--- src/rtl/regfile_sb_pkg.sv ---
// Shared constants and types for the scoreboarded register file.
// The default geometry lives here so that the top and the scoreboard agree on it.
package regfile_sb_pkg;

    localparam int DEFAULT_DATA_W   = 32;
    localparam int DEFAULT_NUM_REGS = 32;
    localparam int DEFAULT_ADDR_W   = $clog2(DEFAULT_NUM_REGS);

    // Lookup ports on the scoreboard: read port 1, read port 2, issuing destination.
    localparam int NUM_LOOKUP = 3;

    typedef logic [DEFAULT_ADDR_W-1:0] regidx_t;

endpackage

--- src/rtl/regfile_scoreboard.sv ---
// One pending bit per architectural register: set on issue, cleared on writeback.
// When set and clear hit the same index in one cycle, set wins.
module regfile_scoreboard
    import regfile_sb_pkg::*;
#(
    parameter int NUM_REGS = DEFAULT_NUM_REGS,
    parameter int ADDR_W   = $clog2(NUM_REGS),
    parameter int ZERO_REG = 1
) (
    input  logic              clk,
    input  logic              rst,
    input  logic              set_en,
    input  logic [ADDR_W-1:0] set_idx,
    input  logic              clr_en,
    input  logic [ADDR_W-1:0] clr_idx,
    input  logic [ADDR_W-1:0] lookup_idx  [NUM_LOOKUP],
    output logic              lookup_pend [NUM_LOOKUP]
);

    logic [NUM_REGS-1:0] r_pending;
    logic                w_set_ok;

    // Register 0 can never become pending when it is hard-wired to zero.
    assign w_set_ok = set_en && !((ZERO_REG != 0) && (set_idx == '0));

    always_ff @(posedge clk) begin
        if (rst) begin
            r_pending <= '0;
        end else begin
            if (clr_en) begin
                r_pending[clr_idx] <= 1'b0;
            end
            if (w_set_ok) begin
                r_pending[set_idx] <= 1'b1;
            end
        end
    end

    for (genvar gi = 0; gi < NUM_LOOKUP; gi++) begin : g_lookup
        assign lookup_pend[gi] = r_pending[lookup_idx[gi]];
    end

endmodule

--- src/rtl/regfile_sb.sv ---
// Two-read/one-write register file with write-to-read forwarding and a
// pending-write scoreboard for RAW/WAW hazard detection.
module regfile_sb
    import regfile_sb_pkg::*;
#(
    parameter int DATA_W   = DEFAULT_DATA_W,
    parameter int NUM_REGS = DEFAULT_NUM_REGS,
    parameter int ADDR_W   = $clog2(NUM_REGS),
    parameter int BYPASS   = 1,
    parameter int ZERO_REG = 1
) (
    input  logic              clk,
    input  logic              rst,
    input  logic              we,
    input  logic [ADDR_W-1:0] waddr,
    input  logic [DATA_W-1:0] wdata,
    input  logic [ADDR_W-1:0] raddr1,
    input  logic [ADDR_W-1:0] raddr2,
    output logic [DATA_W-1:0] rdata1,
    output logic [DATA_W-1:0] rdata2,
    input  logic              issue,
    input  logic [ADDR_W-1:0] issue_rd,
    output logic              busy1,
    output logic              busy2,
    output logic              busy_rd
);

    logic [DATA_W-1:0] r_regs [NUM_REGS];
    logic              w_we_ok;
    logic [ADDR_W-1:0] w_lk_idx  [NUM_LOOKUP];
    logic              w_lk_pend [NUM_LOOKUP];
    logic [ADDR_W-1:0] w_raddr   [2];
    logic [DATA_W-1:0] w_rdata   [2];
    logic              w_busy    [2];

    assign w_we_ok = we && !((ZERO_REG != 0) && (waddr == '0));

    always_ff @(posedge clk) begin
        if (rst) begin
            for (int i = 0; i < NUM_REGS; i++) begin
                r_regs[i] <= '0;
            end
        end else if (w_we_ok) begin
            r_regs[waddr] <= wdata;
        end
    end

    assign w_lk_idx[0] = raddr1;
    assign w_lk_idx[1] = raddr2;
    assign w_lk_idx[2] = issue_rd;

    regfile_scoreboard #(
        .NUM_REGS (NUM_REGS),
        .ADDR_W   (ADDR_W),
        .ZERO_REG (ZERO_REG)
    ) u_scoreboard (
        .clk         (clk),
        .rst         (rst),
        .set_en      (issue),
        .set_idx     (issue_rd),
        .clr_en      (we),
        .clr_idx     (waddr),
        .lookup_idx  (w_lk_idx),
        .lookup_pend (w_lk_pend)
    );

    assign w_raddr[0] = raddr1;
    assign w_raddr[1] = raddr2;

    // A forwarded read reports the pending state as it will be after this edge:
    // the writeback clears it unless a same-index issue re-sets it.
    for (genvar gi = 0; gi < 2; gi++) begin : g_rport
        logic w_zero_hit;
        logic w_fwd;
        logic w_issue_hit;

        assign w_zero_hit  = (ZERO_REG != 0) && (w_raddr[gi] == '0);
        assign w_fwd       = (BYPASS != 0) && we && (waddr == w_raddr[gi]);
        assign w_issue_hit = issue && (issue_rd == w_raddr[gi]);

        assign w_rdata[gi] = w_zero_hit ? '0 :
                             w_fwd      ? wdata : r_regs[w_raddr[gi]];
        assign w_busy[gi]  = w_zero_hit ? 1'b0 :
                             w_fwd      ? w_issue_hit : w_lk_pend[gi];
    end

    assign rdata1  = w_rdata[0];
    assign rdata2  = w_rdata[1];
    assign busy1   = w_busy[0];
    assign busy2   = w_busy[1];
    assign busy_rd = w_lk_pend[2];

endmodule

--- config.mk ---
export PLATFORM = sky130hd
export DESIGN_NAME = regfile_sb
export DESIGN_NICKNAME = d
export VERILOG_FILES = /design/src/rtl/regfile_sb_pkg.sv /design/src/rtl/regfile_scoreboard.sv /design/src/rtl/regfile_sb.sv
export SDC_FILE = /design/constraint.sdc
export NUM_CORES = 2
export LEC_CHECK = 0
export CAP_MARGIN = 0
export CORE_MARGIN = 2
export CORE_UTILIZATION = 57
export CTS_CLUSTER_SIZE = 40
export DETAILED_ROUTE_END_ITERATION = 10
export GPL_TIMING_DRIVEN = 1
export PLACE_DENSITY = 0.81
export SLEW_MARGIN = 20
export SYNTH_ARGS = -nofsm -noshare
export SYNTH_HDL_FRONTEND = slang
export SYNTH_SLANG_ARGS = --single-unit
--- constraint.sdc ---
create_clock -name clk -period 3.8 [get_ports clk]
set_clock_uncertainty 0.2 [all_clocks]
set_input_delay 0.76 -clock clk [delete_from_list [all_inputs] [get_ports clk]]
set_output_delay 0.76 -clock clk [all_outputs]
set_load 0.05 [all_outputs]
==> results.md <==
- Fin nets: 4,542
- Final setup violation count: 45
- Failing checks: negative setup slack
- Max layer used: met5
- Final hold vios: 0
- CP Launch Type: primary input
- Placer congestion estimate: between 0.9 and 1
- Commonest non-fill, non-tap cell in the layout: edfxtp_1
- Core area: 101,000 um2
- VDD IR-drop max: between 0.3 and 0.4 mV
- Clk root buf: clkbuf_16
- Total die area: 105,000 um2
- Largest net degree at the start of global routing: 96
- # rows: 117
- Cell Pwr Density: 417 nW/um2
- Clock transition at path regs: roughly 60 ps
- Most frequent cells in the layout: 1,024 x edfxtp_1, 963 x and2_1, 462 x buf_4
- Fillers: 6,249
- CP Data Arrival Time: 2990 ps
- Fmax: between 200 and 300 MHz
- Wire length on met2: 92,200 um
- Comb power frac: 18.6%
- I/O Pins: ~120
- Initial antenna violation count: 2
- Vias in the first global route: 42,740
- Post-synthesis sequential area ratio: between 50% and 60%
- H-tree levels: 3
- Grt total ovfl: 0
- Post-synthesis sequential element count: 1,056
- Register share of total power: 46.5%
- Die width: around 320 um
- Met1 Routed Length: roughly 66,000 um
- Final std cells w/o fill: 5,946
- First-pass GRT wire length: 293,000 um
- Drt first-iter violations: ~8,300
- Worst hold-check path type: reg -> reg
- Clk sinks: 1,056
- Synthesized area: between 50,000 and 60,000 um2
- Slew headroom: 21.4%
- Final period utilization: 104%
- Crit Path Category: in -> out
- Clock power frac: 34.9%
- Worst setup margin: -146 ps
- I/O Buffers: 122
- Clock Latency Late Sink: 700 ps
- Remaining antenna violation count: 0
- Routed WL: 212,000 um
- P_sw: 8.02 mW
- Placed cell area: 65,200 um2
- Worst setup EP type: primary output
- Clock Path Buffers: 3
- WL/cell: ~36 um
- Post-Syn Area per Cell: 14.4 um2
- CTS buffer count: 107
- P_int: 21.6 mW
- Synth Flop Type: edfxtp_1
- DP HPWL: 132,000 um
- Max cap viols: 0
- CTS Hold Buffers Added: 0
- GRT Overall Usage: 39.7%
- FFs w/ async S/R, synth: 0%
- Max-slew violations: 0
- Dpl cells: 5,657
- Switch share: 27.1%
- Die Ht: 323 um
- Synth top area share: between 50% and 60%
- Final core occ: 69.9%
- Final instance area: 70,900 um2
- Wire length on met3: 37,200 um
- Tmin final: about 3900 ps
- Outcome: finished with violations
- Post-synth top area cell: edfxtp_1
- R2R setup slack: 2850 ps
- Leak Pwr: about 26 nW
- Top post-synthesis cells by area: edfxtp_1 53%, mux4_2 18%, and2_1 10%
- Post-synth EDFFs: 1,024
- Vias per std cell: approximately 7.3
- Unrepaired setup endpoints after global routing: yes
- DRC viols: 0
- Layout cell share with drive strength beyond 1: 33.8%
- Ys Warns: 0
- 1st-pass router iterations: 6
- Initial Util: 57.4%
- Count of different cell masters after synthesis: 74
- Post-synthesis cell count: 4,031
- Area grow syn2layout: 21.8%
- Worst EP required: 2840 ps
- Worst slew pin tran: approximately 1200 ps
- CTS tree: done
- Via Count: 43,373
- Crit-path max FO: 6
[worst paths after layout]
kind | start | to | depth (start not counted)
worst max-delay path | raddr2[3] | rdata2[30] | 8
worst min-delay path | u_scoreboard.r_pending[7] | u_scoreboard.r_pending[7] | 2
worst max register to register | u_scoreboard.r_pending[12] | u_scoreboard.r_pending[12] | 2
worst min register to register | u_scoreboard.r_pending[7] | u_scoreboard.r_pending[7] | 2
[layout make-up]
| cell class | count | area (um2) | share of cell area [%] |
|---|---|---|---|
| antenna | 2 | 5.00 | 0.00706 |
| clock buffer | 137 | 2830 | 4.00 |
| clock inverter | 62 | 499 | 0.704 |
| inverter | 11 | 43.8 | 0.0618 |
| multi-input combinational | 2557 | 25800 | 36.4 |
| sequential | 1056 | 31400 | 44.3 |
| tap | 1368 | 1710 | 2.41 |
| timing repair buffer | 753 | 8580 | 12.1 |
[worst max-delay path: stages]
cell,delay [ps]
clkdlybuf4s15_1,420
clkinv_1,210
buf_4,220
a31o_1,240
buf_4,210
a211oi_1,450
a221o_1,300
buf_12,170
[synthesized netlist by cell type (5+ instances only)]
master / number
edfxtp_1: 1024
and2_1: 964
mux4_2: 458
mux2i_1: 298
clkbuf_1: 288
a21oi_1: 93
nand2_1: 85
o21ai_0: 78
nor2_1: 76
a221oi_1: 65
buf_2: 56
nor3_1: 51
a221o_1: 41
o22ai_1: 37
buf_6: 34
dfxtp_1: 32
or2_2: 27
buf_4: 25
a22oi_1: 24
buf_1: 21
a211oi_1: 20
and3_1: 17
nor3b_1: 12
xor2_1: 12
nand2b_1: 11
o21bai_1: 11
nand3_1: 10
o21ai_1: 10
a22o_1: 9
nor2b_1: 9
a31oi_1: 8
buf_12: 8
xnor2_1: 8
a221oi_2: 7
nand3b_1: 7
a211o_1: 6
a21o_1: 6
buf_8: 6
mux4_1: 6
or3_1: 5
[cell families after synthesis]
family          Yosys count  share of synthesized area, %
other cells               1                       0.00645
buf+inv                 449                          3.96
compound gates          448                          5.45
simple gates           1293                          13.2
xor+xnor                 20                         0.301
mux                     764                          23.2
flops                  1056                          54.0
[timing repair]
item | CTS | global route
cloned | 7 | 7
setup buffers | 46 | 37
pin swaps | 37 | 47
gates resized for setup | 136 | 142
setup endpoints to repair | 63 | 63
[through the flow]
step	setup TNS, ps	hold slack, ps	power, mW	setup WS [ps]
6_report	-1770	305	29.6	-146
5_1_grt	-1860	333	30.1	-136
3_5_place_dp	-14070	290	18.9	-766
2_1_floorplan	-483	270	16.5	-63.2
3_3_place_gp	-13540	282	18.7	-707
4_1_cts	-308	298	29.1	-55.5
[metal layers]
metal | track usage [%] | vias up
met2 | 58.5 | 4630
met1 | 50.8 | 21245
met5 | 0.833 | -
met4 | 24.9 | 2
li1 | - | 16438
met3 | 13.2 | 1058
[power groups by stage]
stage	sequential [mW]	combinational [mW]	clock (mW)
floorplan	13.8	2.71	0
finish	13.8	5.49	10.3
CTS	13.7	5.12	10.3
global route	13.8	5.56	10.7
global placement	13.9	4.85	0
detailed placement	14.0	4.90	0
[registers in the layout (all words and copies together), names as in the netlist]
register                cells
r_regs                   1024
u_scoreboard.r_pending     32
Note: power is estimated with default switching activity, not from simulation.
